File: src/rtl/vga_timing_gen_pkg.sv
// vga_timing_gen_pkg: shared state enum, default widths and axis
// timing bundle for the VGA timing generator.
package vga_timing_gen_pkg;

    localparam int TIMCNT_WIDTH_DEF = 12;
    localparam int DIV_WIDTH_DEF    = 8;

    typedef enum logic [1:0] {
        SYNC       = 2'd0,
        BACKPORCH  = 2'd1,
        VISIBLE    = 2'd2,
        FRONTPORCH = 2'd3
    } timfsm_e;

    typedef struct packed {
        logic [TIMCNT_WIDTH_DEF-1:0] bp;
        logic [TIMCNT_WIDTH_DEF-1:0] sn;
        logic [TIMCNT_WIDTH_DEF-1:0] fp;
        logic [TIMCNT_WIDTH_DEF-1:0] vlen;
    } vga_axis_cfg_t;

    function automatic timfsm_e next_state(input timfsm_e s);
        timfsm_e n;
        n = SYNC;
        unique case (s)
            SYNC:       n = BACKPORCH;
            BACKPORCH:  n = VISIBLE;
            VISIBLE:    n = FRONTPORCH;
            FRONTPORCH: n = SYNC;
        endcase
        return n;
    endfunction

endpackage

File: src/rtl/vga_timing_gen_axis.sv
// vga_timing_axis: one sync/backporch/visible/frontporch axis FSM with
// its in-state position counter; used for both H and V.
module vga_timing_axis
    import vga_timing_gen_pkg::*;
#(
    parameter int W = TIMCNT_WIDTH_DEF
) (
    input  logic         clk_i,
    input  logic         rst_n_i,
    input  logic         clr_i,
    input  logic         adv_i,
    input  logic [W-1:0] vlen_i,
    input  logic [W-1:0] bp_i,
    input  logic [W-1:0] sn_i,
    input  logic [W-1:0] fp_i,
    output logic         sync_o,
    output logic         vis_o,
    output logic         last_o,
    output logic [W-1:0] cnt_o
);

    timfsm_e      state_q, state_d;
    logic [W-1:0] pos_q, pos_d;
    logic [W-1:0] len, lim;
    logic         at_end;

    always_comb begin
        len = sn_i;
        unique case (state_q)
            SYNC:       len = sn_i;
            BACKPORCH:  len = bp_i;
            VISIBLE:    len = vlen_i;
            FRONTPORCH: len = fp_i;
        endcase
    end

    // a zero field behaves as a one-unit field
    assign lim    = (len == '0) ? '0 : len - 1'b1;
    assign at_end = (pos_q == lim);

    always_comb begin
        state_d = state_q;
        pos_d   = pos_q;
        if (clr_i) begin
            state_d = SYNC;
            pos_d   = '0;
        end else if (adv_i) begin
            if (at_end) begin
                state_d = next_state(state_q);
                pos_d   = '0;
            end else begin
                pos_d = pos_q + 1'b1;
            end
        end
    end

    always_ff @(posedge clk_i or negedge rst_n_i) begin
        if (!rst_n_i) begin
            state_q <= SYNC;
            pos_q   <= '0;
        end else begin
            state_q <= state_d;
            pos_q   <= pos_d;
        end
    end

    assign sync_o = (state_q == SYNC);
    assign vis_o  = (state_q == VISIBLE);
    assign last_o = adv_i & (state_q == FRONTPORCH) & at_end;
    assign cnt_o  = vis_o ? pos_q : '0;

endmodule

File: src/rtl/vga_timing_gen.sv
// vga_timing_gen: programmable VGA sync / data-enable timing generator.
// Define VGA_TIMING_GEN_DBUF_EN to add the swap_i / cfb_o frame-buffer flip.
module vga_timing_gen
    import vga_timing_gen_pkg::*;
#(
    parameter int TIMCNT_WIDTH = TIMCNT_WIDTH_DEF,
    parameter int DIV_WIDTH    = DIV_WIDTH_DEF
) (
    input  logic                    clk_i,
    input  logic                    rst_n_i,
    input  logic                    en_i,
    input  logic [DIV_WIDTH-1:0]    div_i,
    input  logic [TIMCNT_WIDTH-1:0] hvlen_i,
    input  logic [TIMCNT_WIDTH-1:0] hbp_i,
    input  logic [TIMCNT_WIDTH-1:0] hsn_i,
    input  logic [TIMCNT_WIDTH-1:0] hfp_i,
    input  logic [TIMCNT_WIDTH-1:0] vvlen_i,
    input  logic [TIMCNT_WIDTH-1:0] vbp_i,
    input  logic [TIMCNT_WIDTH-1:0] vsn_i,
    input  logic [TIMCNT_WIDTH-1:0] vfp_i,
    input  logic                    hspol_i,
    input  logic                    vspol_i,
    input  logic                    blpol_i,
    output logic                    hsync_o,
    output logic                    vsync_o,
    output logic                    de_o,
    output logic                    pix_tick_o,
    output logic [TIMCNT_WIDTH-1:0] hcnt_o,
    output logic [TIMCNT_WIDTH-1:0] vcnt_o,
    output logic                    hend_o,
    output logic                    vend_o
`ifdef VGA_TIMING_GEN_DBUF_EN
    ,
    input  logic                    swap_i,
    output logic                    cfb_o
`endif
);

    logic                    en_q, run, tick, load;
    logic [DIV_WIDTH-1:0]    div_q, div_cnt;
    logic [TIMCNT_WIDTH-1:0] hv_q, hb_q, hs_q, hf_q;
    logic [TIMCNT_WIDTH-1:0] vv_q, vb_q, vs_q, vf_q;
    logic                    hpol_q, vpol_q, bpol_q;
    logic                    h_sync, h_vis, h_last;
    logic                    v_sync, v_vis, v_last;

    // run needs a settled shadow set, so it starts the clock after en_i rises
    assign run  = en_i & en_q;
    assign tick = run & (div_cnt == div_q);
    assign load = ~en_q | v_last;

    always_ff @(posedge clk_i or negedge rst_n_i) begin
        if (!rst_n_i) begin
            en_q    <= 1'b0;
            div_cnt <= '0;
        end else begin
            en_q <= en_i;
            if (!run || tick) div_cnt <= '0;
            else              div_cnt <= div_cnt + 1'b1;
        end
    end

    always_ff @(posedge clk_i or negedge rst_n_i) begin
        if (!rst_n_i) begin
            div_q  <= '0;
            hv_q   <= '0;
            hb_q   <= '0;
            hs_q   <= '0;
            hf_q   <= '0;
            vv_q   <= '0;
            vb_q   <= '0;
            vs_q   <= '0;
            vf_q   <= '0;
            hpol_q <= 1'b0;
            vpol_q <= 1'b0;
            bpol_q <= 1'b0;
        end else if (load) begin
            div_q  <= div_i;
            hv_q   <= hvlen_i;
            hb_q   <= hbp_i;
            hs_q   <= hsn_i;
            hf_q   <= hfp_i;
            vv_q   <= vvlen_i;
            vb_q   <= vbp_i;
            vs_q   <= vsn_i;
            vf_q   <= vfp_i;
            hpol_q <= hspol_i;
            vpol_q <= vspol_i;
            bpol_q <= blpol_i;
        end
    end

    vga_timing_axis #(.W(TIMCNT_WIDTH)) u_h (
        .clk_i   (clk_i),
        .rst_n_i (rst_n_i),
        .clr_i   (~run),
        .adv_i   (tick),
        .vlen_i  (hv_q),
        .bp_i    (hb_q),
        .sn_i    (hs_q),
        .fp_i    (hf_q),
        .sync_o  (h_sync),
        .vis_o   (h_vis),
        .last_o  (h_last),
        .cnt_o   (hcnt_o)
    );

    vga_timing_axis #(.W(TIMCNT_WIDTH)) u_v (
        .clk_i   (clk_i),
        .rst_n_i (rst_n_i),
        .clr_i   (~run),
        .adv_i   (h_last),
        .vlen_i  (vv_q),
        .bp_i    (vb_q),
        .sn_i    (vs_q),
        .fp_i    (vf_q),
        .sync_o  (v_sync),
        .vis_o   (v_vis),
        .last_o  (v_last),
        .cnt_o   (vcnt_o)
    );

    always_ff @(posedge clk_i or negedge rst_n_i) begin
        if (!rst_n_i) begin
            hsync_o <= 1'b0;
            vsync_o <= 1'b0;
            de_o    <= 1'b0;
        end else begin
            hsync_o <= (run & h_sync) ^ ~hpol_q;
            vsync_o <= (run & v_sync) ^ ~vpol_q;
            de_o    <= (run & h_vis & v_vis) ^ ~bpol_q;
        end
    end

    assign pix_tick_o = tick;
    assign hend_o     = h_last;
    assign vend_o     = v_last;

`ifdef VGA_TIMING_GEN_DBUF_EN
    logic pend_q;

    // a swap landing on the flipping vend re-arms for the following frame
    always_ff @(posedge clk_i or negedge rst_n_i) begin
        if (!rst_n_i) begin
            pend_q <= 1'b0;
            cfb_o  <= 1'b0;
        end else if (v_last && pend_q) begin
            cfb_o  <= ~cfb_o;
            pend_q <= swap_i;
        end else if (swap_i) begin
            pend_q <= 1'b1;
        end
    end
`endif

endmodule

File: config.mk
export PLATFORM = sky130hd
export DESIGN_NAME = vga_timing_gen
export DESIGN_NICKNAME = d
export VERILOG_FILES = /design/src/rtl/vga_timing_gen_pkg.sv /design/src/rtl/vga_timing_gen_axis.sv /design/src/rtl/vga_timing_gen.sv
export SDC_FILE = /design/constraint.sdc
export NUM_CORES = 1
export LEC_CHECK = 0
export BUFFER_PORTS_ARGS = -buffer_cell sky130_fd_sc_hd__buf_2
export CORE_ASPECT_RATIO = 0.5
export CORE_MARGIN = 8
export CORE_UTILIZATION = 47
export DETAILED_ROUTE_END_ITERATION = 8
export GPL_TIMING_DRIVEN = 0
export PLACE_DENSITY = 0.8
export SLEW_MARGIN = 20
export SYNTH_ARGS = -nofsm -noshare
export SYNTH_HDL_FRONTEND = slang
export SYNTH_HIERARCHICAL = 1
export SYNTH_SLANG_ARGS = --single-unit
File: constraint.sdc
create_clock -name clk_i -period 7.1 [get_ports clk_i]
set_clock_uncertainty 0.2 [all_clocks]
set_input_delay 0.71 -clock clk_i [delete_from_list [all_inputs] [get_ports clk_i]]
set_output_delay 0.71 -clock clk_i [all_outputs]
set_load 0.02 [all_outputs]
* After elaboration in Yosys (flattened, before gate mapping)
Index checks and enable logic that the tools add are counted.
** Storage, ports and cells
- Memories kept :: 0
- Flip-flop bits (word level) :: 147
- Memory bits (writable) :: 0
- Bits in read-only memories :: 0
- Bits in latches :: 0
- Input port bits :: 110
- Output and inout bits :: 30
** Cells by class
- $lt $le $gt $ge :: 0
- Multiply operators :: 0
- Bitwise operators :: 18
- Add/sub/neg operators :: 5
- Shifts and indexed selects :: 0
- Muxes and demuxes :: 21
- Reduce and logical (&&, ||, !) cells :: 8
- Divide/modulo/power cells :: 0
- Equality and inequality tests :: 13
** Operators by type and width (count)
- 12-bit 2-to-1 mux :: 10
- 12-bit case mux with 4 select lines :: 2
- 12-bit by 1-bit adder with 12-bit output (second input constant) :: 2
- 12-bit == test :: 2
- 12-bit logical NOT :: 2
- 12-bit by 1-bit subtractor with 12-bit output (second input constant) :: 2
- 2-bit case mux with 4 select lines :: 2
- 2-bit 2-to-1 mux :: 6
- 1-bit bitwise AND :: 10
- 8-bit by 1-bit adder with 8-bit output (second input constant) :: 1
- 2-bit == test (second input constant) :: 4
- 8-bit == test :: 1
- 8-bit 2-to-1 mux :: 1
- 2-bit by 1-bit != test with 1-bit output (second input constant) :: 4
- 2-bit by 1-bit == test with 1-bit output (second input constant) :: 2
- 2-bit logical NOT :: 2
- 1-bit inverter :: 4
- 2-bit AND reduction :: 2
- 1-bit bitwise XOR :: 3
- 1-bit logical NOT :: 1
- 1-bit logical OR :: 1
- 1-bit bitwise OR :: 1

* Longest topological paths before layout
Gate-level depths: netlist of the first run.
- Word-level depth :: 9
- Mapped depth :: 23
- Gate-level depth less buffers :: 20

* Hierarchy
The synthesis of the first run kept the hierarchy.
** By module, submodules not included
- vga_timing_gen :: times used 1, cells each 283, area each 4580.6 µm², seq. area each 2977.9 µm²
- vga_timing_axis :: times used 2, cells each 246, area each 1914.3 µm², seq. area each 350.3 µm²

* Least setup slack after synthesis of the first run
No wires, ideal clock.
- Path type :: register -> register
- Start :: register u_h.state_q[0]
- End :: register hb_q[0]
- Path slack :: 1.693 ns
- Stages on the path, launching flop included :: 24
- Clock period less this slack :: 5.407 ns
- Path buffers :: 4
- Library setup time :: 0.125 ns
- Data required time :: 6.775 ns
- Data arrival time :: 5.082 ns
- Cells stage by stage :: dfrtp_1 -> inv_1 -> ha_1 -> buf_6 -> a21oi_1 -> a22oi_1 -> inv_1 -> ha_1 -> nor2b_1 -> a32oi_1 -> nor4_1 -> xnor2_1 -> nor2_1 -> xor2_1 -> nor4b_1 -> and4_1 -> inv_1 -> nor3_1 -> and4_1 -> nand2b_1 -> buf_2 -> buf_2 -> buf_4 -> mux2_2
** On the way
- Cells in the longest elaborated chain, start to end :: 9
- Elaborated cells on any way between the ends :: 14
- Classes of those cells :: add/sub: 1; eq/ne: 4; mux: 2; bitwise: 5; reduce/logical: 2
** RTL lines
- start, declared :: RTL line vga_timing_gen_axis.sv:22 : timfsm_e state_q, state_d;
- start signal, assigned :: RTL line vga_timing_gen_axis.sv:62 : state_q <= state_d;
- 2-bit == test (*)
- net h_vis :: RTL line vga_timing_gen.sv:44 : logic h_sync, h_vis, h_last;
- 12-bit case mux with 4 select lines (*) :: RTL line vga_timing_gen_axis.sv:29 : unique case (state_q)
- 12-bit by 1-bit subtractor with 12-bit output / 12-bit logical NOT (equally long branches) :: RTL line vga_timing_gen_axis.sv:38 : assign lim = (len == '0) ? '0 : len - 1'b1;
- 12-bit 2-to-1 mux (*) :: RTL line vga_timing_gen_axis.sv:38
- 12-bit == test (*) :: RTL line vga_timing_gen_axis.sv:39 : assign at_end = (pos_q == lim);
- 1-bit bitwise AND (*) :: RTL line vga_timing_gen_axis.sv:69 : assign last_o = adv_i & (state_q == FRONTPORCH) & at_end;
- net hend_o :: RTL line vga_timing_gen.sv:30 : output logic hend_o,
- 1-bit bitwise AND (*) (2 in a row) :: RTL line vga_timing_gen_axis.sv:69
- net vend_o :: RTL line vga_timing_gen.sv:31 : output logic vend_o
- 1-bit bitwise OR (*) :: RTL line vga_timing_gen.sv:50 : assign load = ~en_q | v_last;
- end signal, assigned :: RTL line vga_timing_gen.sv:80 : hb_q <= hbp_i;
- end, declared :: RTL line vga_timing_gen.sv:41 : logic [TIMCNT_WIDTH-1:0] hv_q, hb_q, hs_q, hf_q;
Mark *: on every way through the listed nets, which the timed path passes. The rest lies on a longest branch.
A chain may end at the register's enable or synchronous reset.

* Final worst setup path of the first run
- Start :: register u_h.state_q[1]
- End :: register hf_q[6]
** On the way
- Cells in the longest elaborated chain, start to end :: 9
- Elaborated cells on any way between the ends :: 14
- Classes of those cells :: add/sub: 1; eq/ne: 4; mux: 2; bitwise: 5; reduce/logical: 2
** RTL lines
- 2-bit logical NOT (*)
- net h_sync :: RTL line vga_timing_gen.sv:44
- 12-bit case mux with 4 select lines (*) :: RTL line vga_timing_gen_axis.sv:29
- 12-bit by 1-bit subtractor with 12-bit output / 12-bit logical NOT (equally long branches) :: RTL line vga_timing_gen_axis.sv:38
- 12-bit 2-to-1 mux (*) :: RTL line vga_timing_gen_axis.sv:38
- 12-bit == test (*) :: RTL line vga_timing_gen_axis.sv:39
- 1-bit bitwise AND (*) (3 in a row) :: RTL line vga_timing_gen_axis.sv:69
- 1-bit bitwise OR (*) :: RTL line vga_timing_gen.sv:50
- end signal, assigned :: RTL line vga_timing_gen.sv:82 : hf_q <= hfp_i;
- end, declared :: RTL line vga_timing_gen.sv:41
Marked as above.

==> results.txt, run 1 <==
The number of port buffers is 139. The row count is 34. The setup slack of the worst register-to-register path is 0.58 ns. The count of vias placed by the detailed router came out at 6888. After routing, the total negative slack on setup checks comes to 0 ns. The utilization after layout is 58.0%. The total number of clock tree sinks is 147. The die covers 22700 µm². The total I/O pin count came out at 140. The switching share of power is 24.6%. The average instance area after synthesis came out at 10.9 µm².

The die is 205 µm wide. The die span in y came out at 111 µm. The sequential-to-total area share from yosys stat is 43.7%. The wire length reported by the detailed router is 23.1 mm.

Detailed placement ended at an HPWL of 17.1 mm. Leaving out fill and tap cells, the most frequent cell in the layout is buf_2. The highest achievable clock rate is 153 MHz. The final antenna diode count is 0. The total standard cell area after synthesis is 8410 µm². In this run the cell area measured after placement is 9440 µm².

The number of warning messages in the yosys log is 6. The design area is 10100 µm². Synthesis produced a netlist with a net count of 900.

The internal power consumption came out at 1.72 mW. The filler cells instantiated in the layout total 1502. In the synthesized netlist the async set-or-reset flop fraction comes to 100%. The final max-slew violation count came out at 0. The net total in the final layout is 1059.

Entering global routing, the biggest net connects 86 pins. The number of antenna violations at the first check in global routing is 0. TritonCTS built the clock tree. The clock latency at the later pin of the worst-skew pair is 0.43 ns. The clock buffer count from CTS is 17. The via count of the first global-routing pass is 7031.

The H-tree generated during clock tree synthesis spans 4 levels. Setup violations remaining at the end of the flow were counted as 0. Counting distinct cell types in the post-synthesis netlist gives 64.

The endpoint required time on the critical path is 7.20 ns. The endpoint identified for the worst register-to-register timing path is hf_q[6]. STA classifies the critical path endpoint as a flip-flop. The initial cell density of the core came out at 48.2%. The final global-route overflow total is 0. The headroom to the max-slew limit is 44.4%.

The maximum fanout along the worst path is 10. The residual antenna-violating net count after detailed routing came out at 0. The part of the cycle the worst path needs is 91.8%. The routability-driven placement congestion ratio came out at 0.905. The setup fix buffers added after clock tree synthesis is 0. The count of hold buffers inserted by post-cts repair is 0. The global router's overall resource usage is 20.2%.

The top cell type's share of synthesized area is 43.7%. No sink is reached through more buffers than the 2 on the longest clock path. The cell depth of the worst flop-to-flop path came out at 22.

The run finished with clean final reports. The post-detailed-route wirelength per cell came out at 19.6 µm. The smallest clock period supported by the final layout is computed as 6.52 ns. Summed over all instances, the cell type with the most area after synthesis is dfrtp_1.

The count of maximum capacitance violations came out at 0. Once placement completed, the tool counted placed cells totaling 1149. The kind of start point of the critical path is a flip-flop. The number of synthesized register bits came out at 147. The clock-pin slew reported for the worst setup and hold paths after clock tree synthesis came out at 0.06 ns.

The measured slew at the worst slew-check pin came out at 0.822 ns. The number of hold violations in the final report came out at 0. The ratio of cells with drive above 1 in the final layout came out at 35.5%. By startpoint and endpoint, the worst setup path is classified as flip-flop to flip-flop. The core outline area came out at 17400 µm².

The leading register cell type out of synthesis is dfrtp_1. For this run, the detailed router's first-pass iteration total came to 5. Setup repair after global routing left no endpoint under its margin. Post-CTS repair changed the size of 0 cells. The min-delay analysis places its worst path in the category input pin to async pin.

The wire length of the first global-routing pass came out at 37.0 mm. The power density over the cells is 225 nW/µm². The static leakage is 4.43 nW. Registers are responsible for 41.4% of the overall power. Sorting the synthesized cells by area gives the leading types as dfrtp_1 (44%), mux2_2 (14%), xor2_1 (3.4%), ha_1 (2.2%), and2_1 (2.1%). The analysis attributes to net switching a power of 0.559 mW. The area growth from synthesis to layout is 20.4%.

The instance count of the mapped netlist is 775. The DRC violations left is 0. In this run the critical register-to-register path is launched from u_h/state_q[1]. The combinational fraction of design power came out at 13.2%. The detail-routed via count per cell came out at 5.83. The final standard cell count with taps included and fillers excluded came out at 1181. The power share of the clock group is 45.4%.

For the worst setup path, the data arrival time is 6.61 ns. The peak supply drop came out at 0.175 mV. The first routing iteration left 391 violations. The top cell types in the final layout, fill and taps aside, are buf_2 (155), dfrtp_1 (147), mux2_2 (107).

CTS placed an instance of clkbuf_16 at the clock tree root. The number of enable-type register cells in the synthesized netlist is 0.
## metrics by stage
| step | hold WS [ns] | power, mW | setup slack [ns] |
|---|---|---|---|
| 3_5_place_dp | 0.254 | 1.25 | 0.585 |
| 3_3_place_gp | 0.246 | 1.24 | 0.693 |
| 4_1_cts | 0.106 | 2.29 | 0.507 |
| 6_report | 0.0828 | 2.27 | 0.585 |
| 5_1_grt | 0.134 | 2.36 | 0.164 |
| 2_1_floorplan | 0.214 | 1.14 | 1.69 |
## state kept, by name, indices dropped and copies added, names as in the netlist, 2 cells and up
signal       count
vv_q            12
vs_q            12
u_v/state_q      2
hs_q            12
div_q            8
vf_q            12
vb_q            12
hf_q            12
div_cnt          8
u_h/pos_q       12
hv_q            12
u_v/pos_q       12
hb_q            12
u_h/state_q      2
## worst max-delay path, cell delays in order, from the launching register on
cell      delay, ns
dfrtp_1        0.40
inv_1          0.13
ha_1           0.40
a21oi_1        0.10
a22oi_1        0.62
inv_1          0.26
ha_1           0.35
nor2b_1        0.16
a32oi_1        0.20
nor4_1         0.09
xnor2_1        0.25
nor2_1         0.08
xor2_1         0.16
nor4b_2        0.40
and4_1         0.51
inv_1          0.12
nor3_1         0.39
and4_1         0.27
nand2b_1       0.11
buf_2          0.17
buf_2          0.31
buf_4          0.30
mux2_2         0.38
## cells in the mapped netlist, types with 3 or more instances
cell       number
a221oi_1        3
a22oi_1        18
o21ai_0        17
or2_2           6
ha_1           15
nand3b_1        4
or3_1           7
buf_6           4
o22ai_1         4
nor3_1          6
nand2_1        37
buf_2          17
nor4_2          4
a2bb2oi_1      12
mux2_2        107
or4_1           4
a31oi_1        10
a31o_2          4
nand4_1         6
a211o_1         4
buf_4           5
nand3_1        25
nor4_1          6
clkbuf_1        8
nand2b_1       11
and4_1          6
a211oi_1        7
o21ai_1         4
and2_1         28
a21oi_1        34
xor2_1         33
o21a_1          6
a222oi_1        8
mux2i_1         6
dfrtp_1       147
inv_1          23
nor2b_1        14
o211a_1         4
nor2_1         46
xnor2_1        15
and3_1          6
## area by class of cell
type	instances	area (µm²)	share of cell area, %
buffer	35	203	2.00
clock buffer	20	447	4.41
clock inverter	12	228	2.25
inverter	25	93.8	0.927
multi-input combinational	568	4450	43.9
sequential	147	3680	36.3
tap	234	293	2.89
timing repair buffer	140	733	7.24
## cells by family (layout without fill, tap and decap cells)
family | Yosys count | in the layout | share of synthesized area [%]
AO/OA/AOI/OAI | 161 | 161 | 14.3
buffers and inverters | 60 | 232 | 3.53
AND/OR/NAND/NOR | 231 | 231 | 16.2
multiplexers | 113 | 113 | 15.0
flip-flops | 147 | 147 | 43.7
XOR/XNOR | 48 | 48 | 5.00
adder cells (fa/ha/maj) | 15 | 15 | 2.23
## worst max path at each step
stage | slack [ns] | endpoint | start | cells past startpoint
after detailed placement | 0.58 | hb_q[8] | u_h/state_q[1] | 22
after global routing | 0.16 | hf_q[6] | u_h/state_q[1] | 23
after floorplan | 1.69 | hb_q[0] | u_h/state_q[0] | 23
final | 0.58 | hf_q[6] | u_h/state_q[1] | 22
after CTS | 0.51 | hf_q[6] | u_h/state_q[1] | 22
after global placement | 0.69 | hb_q[7] | u_h/state_q[0] | 22
## routing by layer
layer  global-route usage [%]  share of wire (%)  vias up
li1                         -                  -     3180
met1                     25.2                 44     3465
met2                     34.4                 50      198
met3                     3.94                4.4       45
met4                     7.06                2.2        0
met5                        0                  0        -
## power groups by stage
| stage | Sequential, mW | Combinational (mW) | Clock (mW) |
|---|---|---|---|
| after floorplan | 0.945 | 0.198 | 0 |
| after CTS | 0.941 | 0.300 | 1.05 |
| final | 0.941 | 0.301 | 1.03 |
| after global routing | 0.948 | 0.329 | 1.08 |
| after global placement | 0.950 | 0.287 | 0 |
| after detailed placement | 0.955 | 0.298 | 0 |
No activity file was read; power rests on OpenSTA's default activity.
==> run 2: changes to the inputs <==
--- a/config.mk
+++ b/config.mk
@@ -5,6 +5,7 @@
 export SDC_FILE = /design/constraint.sdc
 export NUM_CORES = 1
 export LEC_CHECK = 0
+export ABC_AREA = 1
 export BUFFER_PORTS_ARGS = -buffer_cell sky130_fd_sc_hd__buf_2
 export CORE_ASPECT_RATIO = 0.5
 export CORE_MARGIN = 8
==> run 2 against run 1 <==
Net effect: hold slack gained 0.0011 ns; final area increased by 5.8%; clock power down 7%; critical endpoint is now u_v/pos_q[11]; highest routed layer unchanged.
==> results.txt, run 2 <==
The flow ran to the end, and the final reports show no timing, DRC or antenna violations. The amount of wire on met3 after detailed routing came to 1.08 mm (+6.3%). The measured slew at the worst slew-check pin is 0.816 ns (-0.00573 ns). The number of warning messages in the yosys log came out at 6 (unchanged). The residual antenna-violating net count after detailed routing was 0 (unchanged). The ratio of cells with drive above 1 in the final layout is 32.0% (-3.5 points).

The final max-slew violation count is 0 (unchanged). The number of buffer and inverter instances along the worst setup path is 7 (+1). The highest layer touched by signal routing is met4. The die span in y is 114 µm (+3.1%). The clock latency at the later pin of the worst-skew pair was 0.42 ns (about the same).

The post-cts repair resize count is 0 (unchanged). The die footprint came to 24200 µm² (+6.5%). The path class of the tightest hold or removal check is input pin to async pin.

The setup fix buffers added after clock tree synthesis was 0 (unchanged). The leading area contributor after synthesis is dfrtp_1. The library cell used most frequently in the layout, excluding fill and tap cells, is nand2_1. The number of iterations in the first detailed-routing pass is 6 (+1).

In the synthesized netlist the dominant register cell turns out to be dfrtp_1. The count of vias placed by the detailed router came out at 7348 (+6.7%). The peak supply drop came out at 0.162 mV (-7.1%). The post-DP HPWL was 17.9 mm (+4.5%). The top cell type's share of synthesized area was 40.7% (-3.0 points). The core outline area is 18600 µm² (+6.7%). The cell depth of the worst flop-to-flop path came to 31 (+41%). The setup slack of the worst register-to-register path came out at 1.40 ns (+0.82 ns). The power share of the clock group was 38.3% (-7.1 points). The total standard cell area after synthesis came out at 9030 µm² (+7.4%). The count of maximum capacitance violations came out at 0 (unchanged).

The number of enable-type register cells in the synthesized netlist came out at 0 (unchanged). The detail-routed via count per cell is 5.09 (-13%). The CTS H-tree depth came out at 4 (unchanged). The cell class contributing the biggest share of worst-path delay is simple AND/OR/NAND/NOR gates. The maximum clock path buffer count is 2 (unchanged). The power density over the cells is 233 nW/µm² (+3.6%). The wire length of the first global-routing pass came out at 39.4 mm (+6.5%). The final antenna diode count came out at 0 (unchanged). The static leakage came out at 5.51 nW (+24%). The worst setup path is captured at a flip-flop. The net load switching power came to 0.750 mW (+34%). The number of antenna violations at the first check in global routing is 0 (unchanged). In this run the critical register-to-register path is launched from u_h/state_q[1]. The clock buffer count from CTS was 17 (unchanged).

The logic depth of the worst path, buffers included came to 31 (+41%). The part of the cycle the worst path needs came out at 80.2% (-12 points). The maximum cell stage delay along the critical path is 0.65 ns (+0.03 ns). TritonCTS built the clock tree.

The maximum fanout along the worst path is 10 (unchanged). The synthesized net count came out at 1137 (+26%). The global router's overall resource usage came out at 20.1% (-0.047 points). The average instance area after synthesis is 8.92 µm² (-18%). The total number of clock tree sinks came out at 147 (unchanged). The final period demand of the worst path came out at 5.70 ns (-0.820 ns). The via count of the first global-routing pass was 7887 (+12%).

The final global-route overflow total is 0 (unchanged). The headroom to the max-slew limit came out at 45.2% (+0.74 points). The critical path starts at u_h/state_q[1]. The number of hold violations in the final report is 0 (unchanged). The wire length the detailed router placed on met1 came to 10.4 mm (+3.2%).

The maximum number of pins on one net before global-route repair was 84 (-2.3%). The internal power consumption came out at 1.74 mW (+1.6%). By instance count, the cell type seen most on the critical path is nor2_1. The tree is rooted in a clkbuf_16. The highest achievable clock rate is 176 MHz (+14%). The number of setup violations in the final report was 0 (unchanged). The setup TNS after final layout is 0 ns (unchanged).

The DRC violations left came to 0 (unchanged). The routability-driven placement congestion ratio was 0.873 (-3.5%). The instance count of the mapped netlist is 1012 (+31%). The arrival time at the worst endpoint came out at 5.84 ns (-0.77 ns).

The net total in the final layout is 1296 (+22%). The pre-CTS worst setup slack is 1.59 ns (+1.00 ns). The initial cell density of the core is 48.5% (+0.30 points). The number of port buffers is 139 (unchanged). The smallest setup slack after layout is 1.40 ns (+0.820 ns). The slowest cell on the critical path is nor3_1. The detailed router's first-iteration violation count is 403 (+3.1%). The sequential-to-total area share from yosys stat came out at 40.7% (-3.0 points). Setup repair after global routing left no endpoint under its margin. The end point of the critical path is u_v/pos_q[11].

The combinational fraction of design power is 23.8% (+11 points). Yosys attributes the largest share of cell area to dfrtp_1 (41%), nand2_1 (13%), mux2_4 (12%), inv_1 (4.2%), mux2_2 (4.0%). Ranked by instance count, the synthesized netlist is headed by nand2_1 (317), dfrtp_1 (147), inv_1 (101). The wire length reported by the detailed router came out at 23.9 mm (+3.4%). The post-detailed-route wirelength per cell is 16.6 µm (-15%). The met2 routed wirelength was 12.0 mm (+4.2%). The switching share of power is 30.1% (+5.5 points). By instance count, the leading cell after synthesis is nand2_1.

The area growth from synthesis to layout is 18.6%. The endpoint required time on the critical path came out at 7.24 ns (+0.04 ns). The total I/O pin count is 140 (unchanged).

The count of hold buffers inserted by post-cts repair is 0 (unchanged). The die outline width is 212 µm (+3.3%). The top cell types in the final layout, fill and taps aside, are nand2_1 (317), dfrtp_1 (147), buf_2 (146). The worst reg2reg path endpoint is u_v/pos_q[11].

The row count is 35 (+2.9%). The clock-pin slew reported for the worst setup and hold paths after clock tree synthesis came out at 0.07 ns (about the same). STA classifies the critical path startpoint as a flip-flop. The share of power burned in registers is 37.9% (-3.5 points).

The fill cell total of the finished layout came to 1614 (+7.5%). The share of async-settable or async-resettable flops after synthesis is 100% (unchanged). The post-synthesis cell type count came out at 36 (-44%). The number of synthesized register bits came out at 147 (unchanged). The critical path in this run is classified as flip-flop to flip-flop.
==> run 2: changes by cell type after synthesis, sizes merged, moves of 18 or more <==
cell	change
nand2	+294
inv	+82
and2	-28
nor2	+30
nand3	+25
nand4	+23
a22oi	-18
==> run 2: area by class of cell <==
class,count,area [µm²],area share (%)
multi-input combinational,724,4630,43.3
buffer,34,318,2.97
clock buffer,22,474,4.43
sequential,147,3680,34.4
timing repair buffer,140,733,6.85
tap,259,324,3.03
clock inverter,10,146,1.37
inverter,107,402,3.75
==> run 2: kinds of logic (layout without fill, tap and decap cells) <==
logic type,count (synthesis),count (layout),synth area share [%]
flip-flops,147,147,40.7
AO/OA/AOI/OAI,54,54,4.35
AND/OR/NAND/NOR,525,525,26.5
multiplexers,102,102,15.6
buffers and inverters,141,313,7.97
XOR/XNOR,28,28,2.72
adder cells (fa/ha/maj),15,15,2.08
==> run 2: worst min path at each step <==
stage / from / to / slack [ns] / cells after the start
final: rst_n_i / hf_q[4] / 0.08 / 1
after global routing: rst_n_i / hv_q[8] / 0.13 / 1
after CTS: rst_n_i / hv_q[2] / 0.11 / 1
after detailed placement: hpol_q / hsync_o / 0.26 / 1
after global placement: hpol_q / hsync_o / 0.25 / 1
after floorplan: rst_n_i / bpol_q / 0.21 / 0
==> run 2: per-stage QoR <==
step | cell area, µm² | util [%] | hold slack, ns | instances | total power, mW
after floorplan | 9030 | - | 0.214 | 1012 | 1.39
after global placement | 10000 | 54.0 | 0.246 | 1410 | 1.52
after detailed placement | 10100 | 54.2 | 0.257 | 1411 | 1.54
after CTS | 10700 | 57.5 | 0.111 | 1443 | 2.50
after global routing | 10700 | 57.5 | 0.130 | 1443 | 2.62
final | 10700 | 57.5 | 0.0840 | 1443 | 2.49
==> run 2: metal layers <==
metal,vias up,track usage (%)
li1,3548,-
met1,3579,24.4
met2,189,35.3
met3,32,4.05
met4,0,6.96
met5,-,0
==> run 2: power groups by stage <==
| stage | Combinational (mW) | Clock, mW | Sequential [mW] |
|---|---|---|---|
| 4_1_cts | 0.591 | 0.968 | 0.944 |
| 5_1_grt | 0.656 | 1.01 | 0.951 |
| 3_3_place_gp | 0.563 | 0 | 0.955 |
| 6_report | 0.593 | 0.955 | 0.945 |
| 2_1_floorplan | 0.437 | 0 | 0.948 |
| 3_5_place_dp | 0.583 | 0 | 0.959 |
==> run 2: worst register-to-register path, delay by kind of cell (launching register included) <==
family / cells / cell delay, ns
DFF: 1 / 0.41
and+or+nand+nor: 20 / 3.04
adders and majority gates: 2 / 0.49
xor gates and xnor gates: 1 / 0.20
AOI/OAI and AO/OA: 1 / 0.19
buffers and inverters: 7 / 1.09
